**config.mk**
```make
export PLATFORM = sky130hd
export DESIGN_NAME = fetch_sequencer
export DESIGN_NICKNAME = d
export VERILOG_FILES = /design/src/rtl/nandy_pkg.sv /design/src/rtl/pc_reg.sv /design/src/rtl/fetch_sequencer.sv
export SDC_FILE = /design/constraint.sdc
export NUM_CORES = 1
export LEC_CHECK = 0
export ABC_CLOCK_PERIOD_IN_PS = 1750
export CAP_MARGIN = 30
export CELL_PAD_IN_SITES_DETAIL_PLACEMENT = 0
export CELL_PAD_IN_SITES_GLOBAL_PLACEMENT = 1
export CORE_MARGIN = 3
export CORE_UTILIZATION = 30
export DETAILED_ROUTE_END_ITERATION = 6
export PLACE_DENSITY = 0.82
export SYNTH_ARGS = -nofsm -noshare
export SYNTH_HDL_FRONTEND = slang
export SYNTH_SLANG_ARGS = --single-unit
```
**constraint.sdc**
```tcl
create_clock -name clk -period 1.75 [get_ports clk]
set_clock_uncertainty 0.05 [all_clocks]
set_input_delay 0.35 -clock clk [delete_from_list [all_inputs] [get_ports clk]]
set_output_delay 0.35 -clock clk [all_outputs]
set_load 0.03 [all_outputs]
```
**src/rtl/nandy_pkg.sv**
```systemverilog
// Shared types and constants for the nandy fetch/execute front end.
package nandy_pkg;

  typedef enum logic [1:0] {
    FETCH = 2'b00,
    EXEC0 = 2'b01,
    EXEC1 = 2'b10
  } state_t;

  localparam int INST_W = 8;
  localparam logic [INST_W-1:0] INST_NOP = 8'h00;

endpackage

```
**src/rtl/pc_reg.sv**
```systemverilog
// Program counter: synchronous reset, increments or loads a jump target at end of instruction.
module pc_reg #(
  parameter int ADDR_W = 16,
  parameter logic [ADDR_W-1:0] RESET_PC = '0
) (
  input  logic              clk,
  input  logic              rst,
  input  logic              adv,
  input  logic              jump,
  input  logic [ADDR_W-1:0] target,
  output logic [ADDR_W-1:0] pc
);

  // Increment wraps naturally at the register width.
  always_ff @(posedge clk) begin
    if (rst)
      pc <= RESET_PC;
    else if (adv)
      pc <= jump ? target : pc + 1'b1;
  end

endmodule

```
**src/rtl/fetch_sequencer.sv**
```systemverilog
// Fetch/execute sequencer: owns PC, instruction register and carry; drives the control decoder.
//
//  state | meaning
//  FETCH | request byte at pc, wait for imem_valid
//  EXEC0 | first execution cycle (cycle=0)
//  EXEC1 | second execution cycle of an MC instruction (cycle=1)
module fetch_sequencer
  import nandy_pkg::*;
#(
  parameter int ADDR_W = 16,
  parameter logic [ADDR_W-1:0] RESET_PC = '0
) (
  input  logic              clk,
  input  logic              rst,
  output logic              imem_req,
  output logic [ADDR_W-1:0] imem_addr,
  input  logic [INST_W-1:0] imem_data,
  input  logic              imem_valid,
  output logic [INST_W-1:0] inst,
  output logic              cycle,
  output logic              carry,
  output logic              exec,
  input  logic              ctl_mc,
  input  logic              ctl_j,
  input  logic              ctl_wc,
  input  logic              alu_carry,
  input  logic [ADDR_W-1:0] jump_target,
  output logic [ADDR_W-1:0] pc
);

  state_t state;
  logic   end_instr;

  // MC in EXEC0 defers the end of instruction, so a jump there is never taken.
  assign end_instr = (state == EXEC1) || (state == EXEC0 && !ctl_mc);
  assign imem_addr = pc;

  pc_reg #(
    .ADDR_W  (ADDR_W),
    .RESET_PC(RESET_PC)
  ) u_pc_reg (
    .clk   (clk),
    .rst   (rst),
    .adv   (end_instr),
    .jump  (ctl_j),
    .target(jump_target),
    .pc    (pc)
  );

  always_ff @(posedge clk) begin
    if (rst) begin
      state    <= FETCH;
      inst     <= INST_NOP;
      carry    <= 1'b0;
      imem_req <= 1'b1;
      exec     <= 1'b0;
      cycle    <= 1'b0;
    end else begin
      case (state)
        FETCH: begin
          if (imem_valid) begin
            inst     <= imem_data;
            state    <= EXEC0;
            imem_req <= 1'b0;
            exec     <= 1'b1;
            cycle    <= 1'b0;
          end
        end
        EXEC0: begin
          if (ctl_mc) begin
            state <= EXEC1;
            cycle <= 1'b1;
          end else begin
            state    <= FETCH;
            imem_req <= 1'b1;
            exec     <= 1'b0;
            cycle    <= 1'b0;
          end
        end
        default: begin
          state    <= FETCH;
          imem_req <= 1'b1;
          exec     <= 1'b0;
          cycle    <= 1'b0;
        end
      endcase
      if (state != FETCH && ctl_wc)
        carry <= alu_carry;
    end
  end

endmodule

```
# == Word level (Yosys, flattened, before mapping) ==
# Index checks and enable logic that the tools add are counted.
# word_totals
ff_bits,30
inputBits,31
output_inout_bits,44
wordCells,32
# classes
addsub,1
n_eq_ne,4
mux,12
reduce_logical,8
# op_table
cell,count
16-bit by 1-bit adder with 16-bit output (second input constant),1
16-bit two-way mux,1
1-bit case mux with 2 select lines,3
1-bit two-way mux,5
2-bit two-way mux,2
2-bit inequality test (second input constant),2
2-bit case mux with 2 select lines,1
2-bit AND reduction,2
2-bit by 1-bit == test with 1-bit output (second input constant),1
2-bit == test (second input constant),1
1-bit logical AND,2
2-bit zero test,1
2-bit nonzero test,1
1-bit zero test,1
1-bit logical OR,1

# == Logic depth before layout (Yosys ltp) ==
# Gate-level depths: netlist (run 1).
# depth
word_depth,3
ltp_mapped,7
mapped_depth_nobuf,5

# == Hierarchy ==
# A second synthesis (run 1) with hierarchy kept.
# unflattened
hier_cells,201
hier_area_um2,1716.6
# by_module_without_submodules
module,instances,cells_each,area_each_um2,seq_area_each_um2
pc_reg,1,139,1113.6,320.3
fetch_sequencer,1,62,603.1,260.2

# == Worst setup path after synthesis (run 1) ==
# OpenSTA, ideal clock, no wires.
# synth_path
kind,register to register
from,register u_pc_reg.pc[0]
to,register u_pc_reg.pc[14]
setup_ns,0.074
arrival_ns,1.723
required_time_ns,1.626
path_slack_ns,-0.097
path_stages_with_launch,6
path_buffers,0
period_less_slack_ns,1.847
path_cell_list,dfxtp_1 ha_1 nand3_1 nor4_1 mux2_1 a31oi_1
# synth_via
elab_chain_len,2
# synth_lines
element,line,source
"start, declared",pc_reg.sv:11,output logic [ADDR_W-1:0] pc
"start signal, assigned",pc_reg.sv:19,pc <= jump ? target : pc + 1'b1;
16-bit by 1-bit adder with 16-bit output,pc_reg.sv:19,
16-bit two-way mux,pc_reg.sv:19,
# Every way passes these cells.
# A chain may end at the register's enable or synchronous reset.

# == Final worst setup path (run 1) ==
# layout_path
from,register inst[1]
to,output port inst[1]
# layout_lines
element,line,source
"start, declared",fetch_sequencer.sv:19,"output logic [INST_W-1:0] inst,"
"start signal, assigned",fetch_sequencer.sv:62,inst <= imem_data;
# No word-level cell between the ends.

==> results of run 1 <==
## final timing paths
check	from	end	slack [ps]	cells past startpoint
hold reg to reg	inst[2]	inst[2]	450	2
hold / removal	inst[2]	inst[2]	450	2
setup reg to reg	u_pc_reg.pc[4]	u_pc_reg.pc[13]	100	4
setup / recovery	inst[1]	inst[1]	30	1
## layer usage
layer  up-vias  routed length (um)  share of wire (%)
met5         -                   0                  0
met4         0                  53                1.1
met3         6                 410                8.5
met2        56                2070                 43
met1       789                2280                 47
li1        887                   -                  -
## metrics by stage
step	utilization (%)	worst slack [ps]	cells	setup TNS [ps]
global placement	45.6	-77.8	348	-366
floorplan	-	9.17	213	0
finish	47.3	31.7	356	0
detailed placement	45.6	-109	348	-666
global route	47.3	-10.2	356	-15.7
CTS	46.9	7.48	356	0
## synth_stat cells, types with 2 or more instances
master | number | area [um^2]
sky130_fd_sc_hd__a2111oi_2 | 2 | 30.0
sky130_fd_sc_hd__a21o_1 | 3 | 22.5
sky130_fd_sc_hd__a21oi_1 | 13 | 65.1
sky130_fd_sc_hd__a31oi_1 | 7 | 43.8
sky130_fd_sc_hd__a41oi_1 | 2 | 17.5
sky130_fd_sc_hd__and3_1 | 4 | 25.0
sky130_fd_sc_hd__buf_2 | 5 | 25.0
sky130_fd_sc_hd__buf_4 | 18 | 135
sky130_fd_sc_hd__buf_6 | 2 | 22.5
sky130_fd_sc_hd__clkbuf_1 | 5 | 18.8
sky130_fd_sc_hd__dfxtp_1 | 30 | 601
sky130_fd_sc_hd__mux2_1 | 2 | 22.5
sky130_fd_sc_hd__mux2i_1 | 10 | 100
sky130_fd_sc_hd__nand2_1 | 20 | 75.1
sky130_fd_sc_hd__nand2b_1 | 6 | 37.5
sky130_fd_sc_hd__nand3_1 | 8 | 40.0
sky130_fd_sc_hd__nand4_1 | 4 | 25.0
sky130_fd_sc_hd__nor2_1 | 23 | 86.3
sky130_fd_sc_hd__nor2b_1 | 2 | 12.5
sky130_fd_sc_hd__nor3_1 | 5 | 25.0
sky130_fd_sc_hd__nor3b_1 | 2 | 15.0
sky130_fd_sc_hd__nor4_1 | 3 | 18.8
sky130_fd_sc_hd__o21ai_0 | 8 | 40.0
sky130_fd_sc_hd__o21ai_1 | 6 | 30.0
sky130_fd_sc_hd__o31ai_1 | 4 | 30.0
## kinds of logic after synthesis
family                     synth area share [%]
DFF                                        34.2
buffers and inverters                      11.7
muxes                                      7.63
adders and majority gates                 0.713
AOI/OAI and AO/OA                          19.9
and+or+nand+nor                            25.9
## area by class of cell
class / count / area [um^2]
Fill cell: 595 / 2940
Tap cell: 72 / 90.1
Clock inverter: 1 / 30.0
Inverter: 1 / 3.75
Multi-Input combinational cell: 152 / 967
Clock buffer: 7 / 76.3
Sequential cell: 30 / 606
Timing Repair Buffer: 93 / 866
## worst reg2reg max path: stages (launching register included)
cell and delay (ps):
sky130_fd_sc_hd__dfxtp_1 470, sky130_fd_sc_hd__nand3_2 220, sky130_fd_sc_hd__nor4_2 310, sky130_fd_sc_hd__mux2_2 360, sky130_fd_sc_hd__a31oi_1 160
## power by group through the flow
stage / combinational [mW] / sequential (mW) / clock [mW]
6_report: 0.400 / 0.756 / 0.712
5_1_grt: 0.435 / 0.761 / 0.749
4_1_cts: 0.405 / 0.756 / 0.716
3_5_place_dp: 0.423 / 0.771 / 0
3_3_place_gp: 0.421 / 0.771 / 0
2_1_floorplan: 0.184 / 0.825 / 0
## placed cells by master (no fill, tap or decap), drive strengths merged, types with 2 or more instances in the layout
| master | Yosys | layout |
|---|---|---|
| a2111oi | 2 | 2 |
| a211oi | 2 | 2 |
| a21o | 3 | 3 |
| a21oi | 13 | 13 |
| a31oi | 7 | 7 |
| a41oi | 2 | 2 |
| and3 | 4 | 4 |
| buf | 25 | 19 |
| clkbuf | 5 | 7 |
| clkdlybuf4s50 | 0 | 38 |
| dfxtp | 30 | 30 |
| dlygate4sd2 | 0 | 32 |
| dlymetal6s2s | 0 | 4 |
| mux2 | 3 | 3 |
| mux2i | 10 | 10 |
| nand2 | 20 | 20 |
| nand2b | 6 | 6 |
| nand3 | 9 | 9 |
| nand4 | 5 | 5 |
| nor2 | 24 | 24 |
| nor2b | 2 | 2 |
| nor3 | 5 | 5 |
| nor3b | 3 | 3 |
| nor4 | 3 | 3 |
| o21ai | 14 | 14 |
| o31ai | 4 | 4 |
| o41ai | 2 | 2 |
==> load_flow_metrics.sql, run 1 <==
INSERT INTO impl_metrics (metric_group, metric, value, unit) VALUES
('worst_setup_path', 'cp.arrival', '1320', 'ps'),
('final_layout', 'share_of_final_layout_standard_cells_stronger_than_drive_strength_1', '14.8', '%'),
('worst_setup_path', 'critical_path.endpoint_type', 'output pin', ''),
('pwr', 'leakage', '1.15', 'nW'),
('cts', 'clk_path_buf_depth', '2', ''),
('place', 'post_dp_cell_area', '2540', 'um^2'),
('yosys', 'seq_area_frac_synth', '34.2', '%'),
('pwr', 'p_sw', '535', 'uW'),
('worst_setup_path', 'critical-path-max-stage-delay', '690', 'ps'),
('final_layout', 'areaGrowthSynthToFinish', '50.3', '%'),
('sta', 'timing.final.hold_violations', '0', ''),
('global_routing', 'grt_antenna_before_repair', '0', ''),
('sta', 'whs', '450', 'ps'),
('sta', 'final_period_minus_worst_setup_slack', '1720', 'ps'),
('worst_setup_path', 'path_buf_inv', '1', ''),
('route', 'detail_route.wl_per_cell', '13.5', 'um'),
('pwr', 'internal_power', '1.33', 'mW'),
('cts', 'resized_after_cts', '33', ''),
('status', 'status', 'finished clean', ''),
('place', 'hpwl', '3500', 'um'),
('place', 'place_congestion', '0.885', ''),
('worst_setup_path', 'timing.setup.critical_path_class', 'flip-flop to output pin', ''),
('worst_setup_path', 'crit_path_cell_trace', 'clkdlybuf4s50_1', ''),
('worst_setup_path', 'worst_path_required_time', '1350', 'ps'),
('floorplanning', 'floorplan.die_area', '6810', 'um^2'),
('pwr', 'total_power', '1.87', 'mW'),
('yosys', 'synth-main-ff-cell', 'sky130_fd_sc_hd__dfxtp_1', ''),
('pwr', 'clockPowerShare', '38.1', '%'),
('yosys', 'syn_avg_cell_area', '8.24', 'um^2'),
('cts', 'ctsHtreeMaxLevel', '2', ''),
('cts', 'cts_post_setup_buffers_inserted', '0', ''),
('final_layout', 'largest_reg_flops', '16', ''),
('cts', 'clkTransAtPathRegs', '70', 'ps'),
('worst_setup_path', 'worst-path-max-fanout', '2', ''),
('yosys', 'synth-seq-cells', '30', ''),
('cts', 'clock_sinks', '30', ''),
('sta', 'max_clock_freq', '582', 'MHz'),
('sta', 'period_share', '98.2', '%'),
('route', 'routed_via_density', '4.88', ''),
('sta', 'slew_violations', '0', ''),
('pwr', 'swShare', '28.6', '%'),
('floorplanning', 'core', '5570', 'um^2'),
('final_layout', 'post-route-cell-area', '2640', 'um^2'),
('floorplanning', 'starting_density', '31.5', '%'),
('route', 'drcViolationCount', '0', ''),
('global_routing', 'global_route_wire_length_before_repair', '7710', 'um'),
('global_routing', 'maximum_number_of_pins_on_one_net_before_global_route_repair', '25', ''),
('yosys', 'synth-async-reset-ratio', '0', '%'),
('sta', 'rsz0062_at_grt', 'yes', ''),
('flow_run', 'maxCapViolCount', '0', ''),
('cts', 'ctsRootBufferMaster', 'sky130_fd_sc_hd__clkbuf_8', ''),
('floorplanning', 'row_count', '27', ''),
('yosys', 'syn-cell-area', '1760', 'um^2'),
('route', 'vias', '1738', ''),
('global_routing', 'globalRoute.totalOverflow', '0', ''),
('sta', 'timing.max_slew.rel_slack', '77.3', '%'),
('route', 'antenna_left', '0', ''),
('floorplanning', 'chipWidth', '82.5', 'um'),
('global_routing', 'grt_pass1_vias', '1631', ''),
('yosys', 'mappedNetlistNets', '245', ''),
('worst_setup_path', 'timing.critical_path.slowest_stage_cell', 'sky130_fd_sc_hd__clkdlybuf4s50_1', ''),
('floorplanning', 'die_y', '82.5', 'um'),
('yosys', 'synth_warnings', '0', ''),
('cts', 'post_cts_hold_buffer_count', '0', ''),
('pwr', 'power_frac_comb', '21.4', '%'),
('route', 'detailedRoute.firstIterationViolations', '109', ''),
('place', 'placement.io_buffers', '74', ''),
('sta', 'worstMarginPinSlew', '340', 'ps'),
('pwr', 'worst_ir_drop_vdd', '0.000305', 'V'),
('final_layout', 'num-nets-final', '315', ''),
('global_routing', 'gr_usage_total', '14.8', '%');
Note: power is estimated with default switching activity, not from simulation.
==> run 2, diff against run 1 <==
- SKIP_CTS_REPAIR_TIMING: default -> 1
==> run 2 against run 1 <==
Non-clock buffer count is 1 higher. Critical path depth stayed put. Core utilization is 2.4 points higher. Count of clock-buffer cells in the layout stayed put. Largest cell class is now non-clock buffers. Cell count is 0.28% higher. Cell area is 5.1% higher. Largest power group unchanged. Critical endpoint unchanged.
==> load_flow_metrics.sql, run 2 (synthesis results as in run 1) <==
INSERT INTO impl_metrics (metric_group, metric, value, unit) VALUES
('status', 'status', 'finished clean', ''),
('sta', 'timing.max_slew.rel_slack', '77.3', '%'),
('final_layout', 'layout.cells.non_filler', '357', ''),
('global_routing', 'global_route_wire_length_before_repair', '7690', 'um'),
('place', 'place_congestion', '0.885', ''),
('place', 'placement.io_buffers', '74', ''),
('place', 'placed_cells_incl_taps', '348', ''),
('cts', 'clkTransAtPathRegs', '70', 'ps'),
('worst_setup_path', 'worst_path_required_time', '1350', 'ps'),
('sta', 'period_share', '98.2', '%'),
('cts', 'clock_latency', '290', 'ps'),
('worst_setup_path', 'crit_path_cell_trace', 'clkdlybuf4s50_1', ''),
('worst_setup_path', 'path_buf_inv', '1', ''),
('worst_setup_path', 'critical-path-max-stage-delay', '690', 'ps'),
('route', 'dr.pass1.iters', '4', ''),
('final_layout', 'areaGrowthSynthToFinish', '57.9', '%'),
('sta', 'slew_violations', '0', ''),
('worst_setup_path', 'critical_path.endpoint_type', 'output pin', ''),
('sta', 'max_clock_freq', '582', 'MHz'),
('global_routing', 'grt_antenna_before_repair', '0', ''),
('final_layout', 'finalCoreUtilization', '49.7', '%'),
('route', 'antenna_left', '0', ''),
('route', 'drcViolationCount', '0', ''),
('worst_setup_path', 'worst_setup_path_start_kind', 'flip-flop', ''),
('route', 'detail_route.wl_per_cell', '13.6', 'um'),
('worst_setup_path', 'startpoint', 'inst[1]', ''),
('cts', 'ctsHtreeMaxLevel', '2', ''),
('pwr', 'power.density', '679', 'nW/um^2'),
('global_routing', 'maximum_number_of_pins_on_one_net_before_global_route_repair', '25', ''),
('floorplanning', 'core', '5570', 'um^2'),
('worst_setup_path', 'reg2reg_launch_point', 'u_pc_reg.pc[0]', ''),
('cts', 'ctsRootBufferMaster', 'sky130_fd_sc_hd__clkbuf_8', ''),
('final_layout', 'mostFrequentLayoutCells', '38 x sky130_fd_sc_hd__clkdlybuf4s50_1, 36 x sky130_fd_sc_hd__dlymetal6s2s_1, 25 x sky130_fd_sc_hd__dfxtp_1', ''),
('global_routing', 'gr_usage_total', '14.8', '%'),
('place', 'dp_worst_setup_slack', '-109', 'ps'),
('cts', 'clock_sinks', '30', ''),
('sta', 'whs', '450', 'ps'),
('worst_setup_path', 'timing.critical_path.slowest_stage_cell', 'sky130_fd_sc_hd__clkdlybuf4s50_1', ''),
('hold_path', 'hold_start', 'inst[2]', ''),
('cts', 'clk_path_buf_depth', '2', ''),
('cts', 'cts_inserted_buffers', '5', ''),
('route', 'detailedRoute.firstIterationViolations', '66', ''),
('sta', 'setup_violations', '0', ''),
('floorplanning', 'chipWidth', '82.5', 'um'),
('floorplanning', 'pin_count', '75', ''),
('route', 'vias', '1734', ''),
('sta', 'finalSetupTns', '0', 'ps'),
('sta', 'rsz0062_at_grt', 'no', ''),
('hold_path', 'min_path_type', 'flip-flop to flip-flop', ''),
('final_layout', 'largest_reg_flops', '16', ''),
('sta', 'final_period_minus_worst_setup_slack', '1720', 'ps'),
('global_routing', 'globalRoute.totalOverflow', '0', ''),
('final_layout', 'final_common_cell', 'sky130_fd_sc_hd__clkdlybuf4s50_1', ''),
('cts', 'tritoncts', 'yes', ''),
('floorplanning', 'starting_density', '31.5', '%'),
('route', 'wirelength', '4860', 'um'),
('worst_setup_path', 'reg2reg_setup_slack', '130', 'ps'),
('floorplanning', 'row_count', '27', ''),
('worst_setup_path', 'timing.setup.critical_path_class', 'flip-flop to output pin', ''),
('sta', 'timing.final.hold_violations', '0', ''),
('flow_run', 'maxCapViolCount', '0', ''),
('worst_setup_path', 'worst-path-max-fanout', '2', ''),
('final_layout', 'num-nets-final', '316', ''),
('floorplanning', 'floorplan.die_area', '6810', 'um^2'),
('worst_setup_path', 'critical_path.top_delay_family', 'buffers and inverters', ''),
('place', 'hpwl', '3500', 'um'),
('final_layout', 'n_antenna_cell', '0', ''),
('final_layout', 'share_of_final_layout_standard_cells_stronger_than_drive_strength_1', '15.4', '%'),
('pwr', 'worst_ir_drop_vdd', '0.000308', 'V'),
('route', 'routed_via_density', '4.86', ''),
('floorplanning', 'die_y', '82.5', 'um'),
('global_routing', 'grt_pass1_vias', '1631', ''),
('pwr', 'leakage', '1.59', 'nW'),
('worst_setup_path', 'cp.arrival', '1320', 'ps'),
('sta', 'worstMarginPinSlew', '340', 'ps'),
('sta', 'layout_setup_ws', '30.9', 'ps');
run 2: final timing paths:
| path | to | cells past startpoint |
|---|---|---|
| worst min register to register | inst[2] | 2 |
| worst max-delay path | inst[1] | 1 |
| worst max register to register | u_pc_reg.pc[12] | 6 |
| worst min-delay path | inst[2] | 2 |
run 2: area by class of cell:
class                           instances  area (um^2)
Timing Repair Buffer                   94          993
Multi-Input combinational cell        152          967
Clock inverter                          1         30.0
Tap cell                               72         90.1
Inverter                                1         3.75
Clock buffer                            7         76.3
Fill cell                             555         2800
Sequential cell                        30          612
run 2: report_power, final:
part	leakage (nW)	internal [mW]	switching, mW
clock network	0.0524	0.426	0.288
registers	0.248	0.716	0.0380
logic	1.29	0.204	0.211
run 2: per-layer routing:
layer  track usage [%]  share of wire, %  wire length [um]
met5                 0                 0                 0
met4              3.92               1.1                53
met3              5.75               8.8               427
met2              22.1                43              2070
met1              19.7                48              2310
run 2: worst min-delay path, stage by stage (launching register included):
cell                      delay (ps)
sky130_fd_sc_hd__dfxtp_1         330
sky130_fd_sc_hd__mux2i_1          70
sky130_fd_sc_hd__nor2_1           70
run 2: through the flow:
| stage | area (um^2) | total power [mW] |
|---|---|---|
| after floorplan | 1760 | 1.01 |
| after global placement | 2540 | 1.19 |
| after detailed placement | 2540 | 1.19 |
| after CTS | 2650 | 1.90 |
| after global routing | 2770 | 1.96 |
| final | 2770 | 1.88 |
==> RTL change 1: new RTL, settings of run 2 <==
`ADDR_W` is set to 16 in 2 places; all go to 17.
--- a/src/rtl/pc_reg.sv
+++ b/src/rtl/pc_reg.sv
@@ -2,3 +2,3 @@
 module pc_reg #(
-  parameter int ADDR_W = 16,
+  parameter int ADDR_W = 17,
   parameter logic [ADDR_W-1:0] RESET_PC = '0
--- a/src/rtl/fetch_sequencer.sv
+++ b/src/rtl/fetch_sequencer.sv
@@ -9,3 +9,3 @@
 #(
-  parameter int ADDR_W = 16,
+  parameter int ADDR_W = 17,
   parameter logic [ADDR_W-1:0] RESET_PC = '0
Interface: changed (resized imem_addr, jump_target and pc); port bits go from 75 to 78. The function was not compared with the original's and may differ.
==> RTL change 1 against run 2 <==
  * Non-clock buffer count is 12 higher
  * Global-route usage increased by 0.26 points
  * Setup slack improved by 0.024 ns
  * Wire length grew 8.7%
  * Cell area increased by 4.6%
  * Total power decreased by 2.2%
  * Synthesized cell count rose by 2.3%
  * Sequential cell count is 1 higher
  * Synthesized area increased by 1.9%
  * Cell count increased by 4.8%
  * Critical endpoint is now inst[6]
  * Highest routed layer unchanged
==> RTL change 1: results (changes against run 2) <==
[placed_design]
place_congestion=0.858  ; -3.1%
placed_area_um2=2710  ; +6.6%
io_buffer_count=77  ; +4.1%
dp.final_hpwl_um=4000  ; +14%

[grt]
use_met3_pct=4.56  ; -1.2 points
use_met1_pct=19.0  ; -0.73 points
grt_use_total_pct=15.0  ; +0.26 points
grt_pass1_vias=1848  ; +13%
gr-usage-met2_pct=25.4  ; +3.2 points
grt_first_pass_wirelength_um=8710  ; +13%
grt_max_degree=28  ; +12%

[hold_path]
hold_path_end=inst[1]$_SDFFE_PP0P_
hold_path.class=register to register
hold_start=inst[1]$_SDFFE_PP0P_
min_path_cells=2  ; unchanged

[cts]
cts-root-buf=clkbuf_8
numCtsBuffers=5  ; unchanged
clk_pin_slew_ns=0.07  ; about the same
cts_tree=yes
cts_max_level=2  ; unchanged
insertion_delay_ns=0.28

[worst_setup_path]
rr_startpoint=u_pc_reg.pc[4]$_SDFFE_PP0P_
slowest_delay_ns=0.67  ; -0.02 ns
worst_r2r_endpoint=u_pc_reg.pc[11]$_SDFFE_PP0P_
crit_arrival_ns=1.29  ; -0.03 ns
reg2reg_depth=4  ; -2

[route]
drtIter0Drc=80  ; +21%
firstDrtPassIters=4  ; unchanged
drtAntennaViolNets=0  ; unchanged
wl_per_cell_um=14.1  ; +3.7%
num_vias=1928  ; +11%

[power]
p_int_mw=1.26  ; -6.1%
ir_drop_mv=0.392  ; +27%
p_leak_nw=1.69  ; +6.1%

[synth]
ys_types=46  ; +4.5%
synth_common_cells=dfxtp_1, nor2_1, buf_4, nand2_1, nand3_1
synthTopCellsByArea=dfxtp_1, buf_4, mux2i_1, nor2_1, nand3_1
ys_seq_area_share_pct=34.7  ; +0.50 points
synth_fp_nets=251  ; +2.4%
yosys_warnings=0  ; unchanged

[finish]
nets=334  ; +5.7%
largest_reg_flops=17  ; +1
drive_gt1_share_pct=19.2  ; +3.8 points
fillCellCount=549  ; -1.1%

[run_status]
status=complete, no violations

[sta]
fin_hold_ws_ns=0.451  ; +0.00181 ns
tightest_slew_ns=0.403  ; +0.0640 ns

RTL change 1: power groups by stage:
stage               Combinational [mW]  Sequential (mW)  Clock [mW]
finish                           0.492            0.782       0.567
global route                     0.528            0.790       0.621
CTS                              0.503            0.785       0.598
detailed placement               0.501            0.800           0
global placement                 0.498            0.800           0
floorplan                        0.194            0.870           0
RTL change 1: stage by stage:
step	setup slack, ns	instances
final	0.0553	374
after detailed placement	-0.115	366
after global placement	-0.0772	366
after CTS	-0.144	374
after floorplan	0.0299	218
after global routing	0.00959	374
RTL change 1: routing by layer:
| metal | wire length (um) | share of wire [%] |
|---|---|---|
| met1 | 2370 | 45 |
| met2 | 2450 | 46 |
| met3 | 451 | 8.5 |
| met4 | 8 | 0.15 |
| met5 | 0 | 0 |
RTL change 1: kinds of logic after synthesis:
logic type | count (synthesis) | synth area share, %
AOI/OAI and AO/OA | 48 | 19.0
adders and majority gates | 1 | 0.700
buffers and inverters | 36 | 12.0
DFF | 31 | 34.7
muxes | 10 | 5.60
and+or+nand+nor | 92 | 28.1
RTL change 1: final cells by class:
cell class / instances / area [um2] / area share (%)
Timing Repair Buffer: 106 / 1110 / 38.2
Multi-Input combinational cell: 151 / 953 / 32.9
Sequential cell: 31 / 637 / 22.0
Tap cell: 72 / 90.1 / 3.11
Clock buffer: 5 / 68.8 / 2.37
Inverter: 6 / 22.5 / 0.777
Clock inverter: 3 / 20.0 / 0.690
RTL change 1: worst max-delay path by stage:
stage                                     start                            to  slack [ns]
floorplan           u_pc_reg.pc[0]$_SDFFE_PP0P_  u_pc_reg.pc[16]$_SDFFE_PP0P_        0.03
global placement                          ctl_j  u_pc_reg.pc[13]$_SDFFE_PP0P_       -0.08
detailed placement                       ctl_mc  u_pc_reg.pc[15]$_SDFFE_PP0P_       -0.11
CTS                 u_pc_reg.pc[0]$_SDFFE_PP0P_                  imem_addr[0]       -0.14
global route        u_pc_reg.pc[9]$_SDFFE_PP0P_  u_pc_reg.pc[11]$_SDFFE_PP0P_        0.01
finish                     inst[6]$_SDFFE_PP0P_                       inst[6]        0.06
RTL change 1: worst register-to-register path: stages, from the launching register on:
cell and delay [ns]:
dfxtp_2 0.40, nand3_2 0.11, or4_1 0.54, o31a_1 0.26, o32ai_2 0.18
==> RTL change 2: new RTL, flow settings as in run 2 <==
Made on the original files. Register the output `imem_addr`, cleared by the reset; this adds one clock of latency there. The other outputs are not delayed to match.
--- a/src/rtl/fetch_sequencer.sv
+++ b/src/rtl/fetch_sequencer.sv
@@ -35,3 +35,9 @@
   assign end_instr = (state == EXEC1) || (state == EXEC0 && !ctl_mc);
-  assign imem_addr = pc;
+  always_ff @(posedge clk) begin
+    if (rst) begin
+      imem_addr <= '0;
+    end else begin
+      imem_addr <= pc;
+    end
+  end
 
Function: changed (a bounded check fails within 4 cycles, from zero or initial values and one cycle with rst high).
==> RTL change 2 against run 2 <==
  * Setup slack improved by 0.0076 ns
  * Critical endpoint is now imem_addr[8]
  * Total power up 18%
  * Critical path type unchanged
  * Highest routed layer unchanged
  * Fmax increased by 0.44%
  * Largest cell class is now multi-input gates
  * Count of clock-buffer cells in the layout decreased by 2
  * Combinational power about the same
  * Wire length up 20%
  * Sequential cell count rose by 16
  * Cell area up 17%
  * Clock power is 4.6% lower
  * Synthesized area grew 19%
  * Via count is 17% higher
==> RTL change 2: results (changes against run 2) <==
[run_status]
status=complete, no violations

[worst_setup_path]
critPathTopFamily=buffers and inverters
cp_max_fo=1  ; -1
slowest_delay_ns=0.67  ; -0.02 ns
crit_arrival_ns=1.31

[synth]
postSynth.asyncResetShare_pct=0  ; unchanged
synthTopCellsByArea=dfxtp_1, nand2_1, a21oi_1, nor2b_1, nor2_1
ys_types=49  ; +11%
ys_seq_area_share_pct=44.1  ; +9.9 points
synth_fp_nets=263  ; +7.3%
synth_cells=231  ; +8.5%
synth_common_cells=dfxtp_1, nand2_1, a21oi_1, nor2_1, nor2b_1

[placed_design]
dp.final_hpwl_um=4280  ; +22%
placed_area_um2=3040  ; +20%
place_congestion=0.820  ; -7.4%
placed_cells=393  ; +13%
post-place-ws_ns=-0.295  ; -0.186 ns
io_buffer_count=74  ; unchanged

[cts]
clk_path_buf_depth=2  ; unchanged
insertion_delay_ns=0.30
clk_pin_slew_ns=0.09  ; +0.02 ns
numCtsBuffers=5  ; unchanged
cts-root-buf=clkbuf_8

[grt]
grt_pass1_vias=1897  ; +16%
antenna_found_initial=0  ; unchanged
grt_use_total_pct=14.7  ; -0.022 points
grt_max_degree=23  ; -8.0%
grt_first_pass_wirelength_um=9160  ; +19%

[hold_path]
hold_path.class=input port to register

[finish]
nets=357  ; +13%
fillCellCount=640  ; +15%
diodes=0  ; unchanged
drive_gt1_share_pct=18.4  ; +3.0 points

[route]
drtIter0Drc=42  ; -36%
drt-total-wl_um=5820  ; +20%
viasPerCell=5.01  ; +3.2%
num_vias=2021  ; +17%
firstDrtPassIters=4  ; unchanged

[power]
ir_drop_mv=0.274  ; -11%
p_leak_nw=1.75  ; +10%
p_switching_mw=0.640  ; +19%

[sta]
slew_headroom_pct=75.2  ; -2.1 points

[RTL change 2: metal layers]
layer / global-route usage (%) / share of wire, % / up-vias
li1: - / - / 1011
met1: 19.2 / 45 / 938
met2: 23.2 / 46 / 66
met3: 4.24 / 7.1 / 6
met4: 5.28 / 1.4 / 0
met5: 0 / 0 / -
[RTL change 2: cell families (layout without fill, tap and decap cells)]
family	Yosys count	in the layout	share of synthesized area, %
flip-flops	46	46	44.1
multiplexers	2	2	0.958
AO/OA/AOI/OAI	63	63	21.2
XOR/XNOR	2	2	0.838
AND/OR/NAND/NOR	97	97	27.4
buffers and inverters	20	115	4.91
adder cells (fa/ha/maj)	1	1	0.599
[RTL change 2: worst paths after layout]
| kind | startpoint | cells after the start | slack (ns) | to |
|---|---|---|---|---|
| setup / recovery | imem_addr[8]$_SDFF_PP0_ | 1 | 0.04 | imem_addr[8] |
| hold / removal | rst | 2 | 0.33 | imem_addr[13]$_SDFF_PP0_ |
| hold reg to reg | inst[1]$_SDFFE_PP0P_ | 2 | 0.40 | inst[1]$_SDFFE_PP0P_ |
| setup reg to reg | u_pc_reg.pc[0]$_SDFFE_PP0P_ | 6 | 0.10 | u_pc_reg.pc[6]$_SDFFE_PP0P_ |
[RTL change 2: final cells by class]
class                           count  area (um2)  area share (%)
Timing Repair Buffer              101        1030            31.7
Clock inverter                      3        25.0           0.769
Tap cell                           77        96.3            2.96
Inverter                            6        22.5           0.692
Multi-Input combinational cell    165        1080            33.1
Clock buffer                        5        68.8            2.11
Sequential cell                    46         932            28.6
[RTL change 2: power by group through the flow]
stage	Clock (mW)	Sequential [mW]	Combinational [mW]
after global routing	0.759	1.13	0.450
after detailed placement	0	1.15	0.423
after CTS	0.711	1.12	0.425
after floorplan	0	1.22	0.145
final	0.681	1.12	0.416
after global placement	0	1.15	0.420
